**src/rtl/sync_fifo_ctrl.sv**
```systemverilog
// Single-clock FIFO controller with occupancy count, threshold flags,
// sticky overflow/underflow errors and a synchronous flush.
module sync_fifo_ctrl #(
  parameter int DATA_W    = 8,
  parameter int DEPTH     = 8,
  parameter int AF_THRESH = DEPTH - 2,
  parameter int AE_THRESH = 2,
  localparam int CW       = $clog2(DEPTH) + 1
) (
  input  logic              clk,
  input  logic              rst,
  input  logic              clr_i,
  input  logic              wr_en_i,
  input  logic [DATA_W-1:0] data_i,
  input  logic              rd_en_i,
  output logic [DATA_W-1:0] data_o,
  output logic              valid_o,
  output logic              full_o,
  output logic              empty_o,
  output logic              almost_full_o,
  output logic              almost_empty_o,
  output logic [CW-1:0]     count_o,
  output logic              overflow_o,
  output logic              underflow_o
);

  localparam int AW = $clog2(DEPTH);
  localparam logic [CW-1:0] DEPTH_C = CW'(DEPTH);
  localparam logic [CW-1:0] AF_C    = CW'(AF_THRESH);
  localparam logic [CW-1:0] AE_C    = CW'(AE_THRESH);

  logic [DATA_W-1:0] mem [DEPTH];

  logic [AW-1:0]     wr_ptr_q, wr_ptr_d;
  logic [AW-1:0]     rd_ptr_q, rd_ptr_d;
  logic [CW-1:0]     count_q,  count_d;
  logic [DATA_W-1:0] data_q,   data_d;
  logic              valid_q,  valid_d;
  logic              ovf_q,    ovf_d;
  logic              udf_q,    udf_d;

  logic pop_ok;
  logic push_ok;
  logic mem_we;

  assign full_o         = (count_q == DEPTH_C);
  assign empty_o        = (count_q == '0);
  assign almost_full_o  = (count_q >= AF_C);
  assign almost_empty_o = (count_q <= AE_C);
  assign count_o        = count_q;
  assign data_o         = data_q;
  assign valid_o        = valid_q;
  assign overflow_o     = ovf_q;
  assign underflow_o    = udf_q;

  // A pop frees a slot in the same cycle, so a full FIFO still accepts a push.
  assign pop_ok  = rd_en_i && !empty_o;
  assign push_ok = wr_en_i && (!full_o || pop_ok);
  assign mem_we  = push_ok && !clr_i;

  always_comb begin
    wr_ptr_d = wr_ptr_q;
    rd_ptr_d = rd_ptr_q;
    count_d  = count_q;
    data_d   = data_q;
    valid_d  = 1'b0;
    ovf_d    = ovf_q;
    udf_d    = udf_q;
    if (clr_i) begin
      wr_ptr_d = '0;
      rd_ptr_d = '0;
      count_d  = '0;
      ovf_d    = 1'b0;
      udf_d    = 1'b0;
    end else begin
      if (push_ok) begin
        wr_ptr_d = wr_ptr_q + AW'(1);
      end
      if (pop_ok) begin
        rd_ptr_d = rd_ptr_q + AW'(1);
        data_d   = mem[rd_ptr_q];
        valid_d  = 1'b1;
      end
      case ({push_ok, pop_ok})
        2'b10:   count_d = count_q + CW'(1);
        2'b01:   count_d = count_q - CW'(1);
        default: count_d = count_q;
      endcase
      if (wr_en_i && !push_ok) begin
        ovf_d = 1'b1;
      end
      if (rd_en_i && !pop_ok) begin
        udf_d = 1'b1;
      end
    end
  end

  always_ff @(posedge clk or posedge rst) begin
    if (rst) begin
      wr_ptr_q <= '0;
      rd_ptr_q <= '0;
      count_q  <= '0;
      data_q   <= '0;
      valid_q  <= 1'b0;
      ovf_q    <= 1'b0;
      udf_q    <= 1'b0;
    end else begin
      wr_ptr_q <= wr_ptr_d;
      rd_ptr_q <= rd_ptr_d;
      count_q  <= count_d;
      data_q   <= data_d;
      valid_q  <= valid_d;
      ovf_q    <= ovf_d;
      udf_q    <= udf_d;
    end
  end

  // Storage is deliberately left out of reset.
  always_ff @(posedge clk) begin
    if (mem_we) begin
      mem[wr_ptr_q] <= data_i;
    end
  end

endmodule

```
**config.mk**
```make
export PLATFORM = sky130hd
export DESIGN_NAME = sync_fifo_ctrl
export DESIGN_NICKNAME = d
export VERILOG_FILES = /design/src/rtl/sync_fifo_ctrl.sv
export SDC_FILE = /design/constraint.sdc
export NUM_CORES = 1
export LEC_CHECK = 0
export BUFFER_PORTS_ARGS = -buffer_cell sky130_fd_sc_hd__buf_2
export CORE_MARGIN = 1
export CORE_UTILIZATION = 40
export CTS_BUF_LIST = sky130_fd_sc_hd__clkbuf_4 sky130_fd_sc_hd__clkbuf_8
export DETAILED_ROUTE_END_ITERATION = 7
export GPL_TIMING_DRIVEN = 0
export PLACE_DENSITY = 0.57
export SYNTH_ARGS = -nofsm -noshare
export SYNTH_HDL_FRONTEND = slang
export SYNTH_SLANG_ARGS = --single-unit
export TNS_END_PERCENT = 20
```
**constraint.sdc**
```tcl
create_clock -name clk -period 2.65 [get_ports clk]
set_clock_uncertainty 0.1 [all_clocks]
set_input_delay 0.1325 -clock clk [delete_from_list [all_inputs] [get_ports clk]]
set_output_delay 0.1325 -clock clk [all_outputs]
set_load 0.05 [all_outputs]
```
==> impl_metrics.json <==
{
  "status": "complete, no violations",
  "clockPowerShare": 0.221,
  "drc_errors": 0,
  "synth_seq_cells": 85,
  "worstMarginPinSlew_ps": 923,
  "grt_pass1_vias": 1913,
  "critical_path_peak_fanout": 10,
  "antenna_cells": 0,
  "fin_tns_setup_ps": 0,
  "row_count": 33,
  "die_w_um": 95.9,
  "synthArstFlopShare": 0.247,
  "grt_util_met3": 0.0261,
  "route.final.wire_length_um": 7020,
  "multi_input_area_mm2": 0.00107,
  "finalSetupViolCount": 0,
  "vias": 1959,
  "cts_root_buf": "clkbuf_8",
  "yosys.cell_types.count": 38,
  "synth_most_common_cell": "edfxtp_1",
  "clock.fmax_ghz": 0.391,
  "rsz0062_at_grt": "yes",
  "overflow": 0,
  "netlist_top_cells_count": "edfxtp_1 (64), dfrtp_1 (21), nor2_1 (20), mux4_2 (16), a21oi_1 (11)",
  "peakVddDrop_mv": 0.359,
  "fin_crit_ps": 2560,
  "drive_gt1_frac": 0.321,
  "syn_area_mm2": 0.00353,
  "dieArea_mm2": 0.00920,
  "seq_area_mm2": 0.00245,
  "yosys-top-cells-area": "edfxtp_1 (54%), dfrtp_1 (15%), mux4_2 (10%), mux2i_1 (2.6%), nor2_1 (2.1%)",
  "synth_top_area_frac": 0.545,
  "grt_pass1_wl_um": 10700,
  "pre_cts_ws_ps": -206,
  "synth_edf_count": 64,
  "ant_nets": 0,
  "start_util": 0.421,
  "place.gp.congestion": 0.694,
  "seq_power_share": 0.442,
  "htree_levels": 3,
  "crit_required_ps": 2810,
  "clock_sinks": 85,
  "numCtsBuffers": 9,
  "grt_usage": 0.169,
  "antenna_found_initial": 0,
  "grt_max_degree": 22,
  "die_h_um": 95.9,
  "fin_hold_ws_ps": 67.5,
  "clk_latency_ps": 350,
  "cellLeakagePower_nw": 1.48,
  "setup_slack_ps": 89.7,
  "p_switching_mw": 1.49,
  "netlist_instances": 208,
  "firstDrtPassIters": 5,
  "synthToLayoutAreaGrowth_pct": 17.6,
  "synth_nets": 226,
  "power_frac_comb": 0.337,
  "met1_usage": 0.229,
  "busiest_layer": "met2",
  "slew_viol_final": 0,
  "path_class": "flip-flop to flip-flop",
  "p_sw_frac": 0.389,
  "min_path_type": "input pin to flip-flop",
  "ios": 32,
  "finalHoldViolations": 0,
  "coreArea_mm2": 0.00838,
  "internal-power_mw": 2.34,
  "nNetsFinal": 278,
  "slew_headroom": 0.381,
  "cts.clk_slew.worst_paths_ps": 90,
  "n_fill_cell": 721,
  "start_kind": "flip-flop",
  "io_buffers": 29,
  "ys.flop_type": "edfxtp_1",
  "final.period_utilization": 0.966,
  "drtIter0Drc": 106,
  "ys_seq_area_frac": 0.694,
  "dp_hpwl_um": 4450,
  "endpoint_kind": "flip-flop",
  "drv_cap": 0,
  "routedWlPerCell_um": 19.0,
  "use_met2": 0.274,
  "cts_tree": "built",
  "avgSynthCellArea_um2": 17.0,
  "yosys_warnings": 0,
  "synth_top_cell_by_area": "edfxtp_1",
  "critPathArrivalTime_ps": 2720,
  "viasPerCell": 5.29,
  "clockBufferDepth": 2,
  "power_density_mw_per_mm2": 924
}
-- area by class of cell --
type / count / area share
Buffer: 10 / 0.00995
Clock buffer: 9 / 0.0298
Clock inverter: 7 / 0.0139
Inverter: 5 / 0.00482
Multi-Input combinational cell: 108 / 0.257
Sequential cell: 85 / 0.590
Tap cell: 105 / 0.0317
Timing Repair Buffer: 41 / 0.0621
-- stage by stage --
| stage | utilization | total power, mW | instance area (um^2) | std cells |
|---|---|---|---|---|
| 3_3_place_gp | 0.456 | 2.99 | 3820 | 342 |
| 2_1_floorplan | - | 2.70 | 3540 | 208 |
| 3_5_place_dp | 0.460 | 3.00 | 3860 | 344 |
| 5_1_grt | 0.495 | 4.04 | 4150 | 370 |
| 6_report | 0.495 | 3.83 | 4150 | 370 |
| 4_1_cts | 0.495 | 3.88 | 4150 | 370 |
-- worst max-delay path: stages, from the launching register on --
cell	delay, ps
dfrtp_2	500
o41ai_4	440
nor2_2	130
ha_1	350
and3_1	220
o41ai_1	310
o21ba_2	200
a311oi_1	220
-- state kept, by name, summed over array words and instances (netlist names) --
| signal | flops |
|---|---|
| mem | 64 |
| count_o | 4 |
| wr_ptr_q | 3 |
| underflow_o | 1 |
| rd_ptr_q | 3 |
| valid_o | 1 |
| overflow_o | 1 |
| data_o | 8 |
-- worst paths after layout --
check / slack [ps] / endpoint / cells after the start / start
max: 90 / count_o[3]$_DFFE_PP0P_ / 7 / count_o[0]$_DFFE_PP0P_
min: 70 / data_o[3]$_DFFE_PP0P_ / 4 / clr_i
max reg2reg: 90 / count_o[3]$_DFFE_PP0P_ / 7 / count_o[0]$_DFFE_PP0P_
min reg2reg: 400 / underflow_o$_DFFE_PP0P_ / 2 / underflow_o$_DFFE_PP0P_
max in group asynchronous: 1430 / count_o[0]$_DFFE_PP0P_ / 3 / rst
min in group asynchronous: 410 / valid_o$_DFF_PP0_ / 3 / rst
-- power groups by stage --
stage	Sequential, mW	Clock [mW]	Combinational [mW]
3_5_place_dp	1.73	0	1.28
2_1_floorplan	2.03	0	0.670
6_report	1.69	0.849	1.29
3_3_place_gp	1.72	0	1.27
5_1_grt	1.72	0.917	1.40
4_1_cts	1.70	0.871	1.31
-- per-layer routing --
layer | up-vias | share of wire | wire, um
li1 | 911 | - | -
met2 | 49 | 0.49 | 3410
met4 | 0 | 0.017 | 121
met5 | - | 0 | 0
met3 | 11 | 0.038 | 270
met1 | 988 | 0.46 | 3220
-- logic make-up after synthesis --
logic type / synth area share
AOI/OAI and AO/OA: 0.0606
xor gates and xnor gates: 0.0124
adders and majority gates: 0.0199
buffers and inverters: 0.0174
DFF: 0.694
muxes: 0.134
and+or+nand+nor: 0.0621
-- layout by cell type (no fill, tap or decap), types with 2 or more instances in the layout --
cell type,count
a21oi_1,11
and3_1,3
buf_1,3
buf_2,32
buf_4,3
clkbuf_1,4
clkbuf_8,9
clkinv_2,2
clkinvlp_4,2
dfrtp_1,19
dfrtp_2,2
dlygate4sd3_1,9
edfxtp_1,64
ha_1,4
inv_1,4
inv_6,2
mux2_1,2
mux2i_1,9
mux4_2,16
nand2_1,9
nand2b_1,3
nor2_1,18
nor2_2,3
nor2b_1,2
nor3_2,2
nor4_2,3
o41ai_1,2
xnor2_1,3
xor2_1,2
-- repair_timing --
action,CTS,global route
pin swaps,1,0
hold endpoints to repair,85,0
setup buffers,1,0
endpoints found under the setup margin,9,9
hold buffers,9,0
resized for setup,1,2
(Power assumes the default switching activity.)
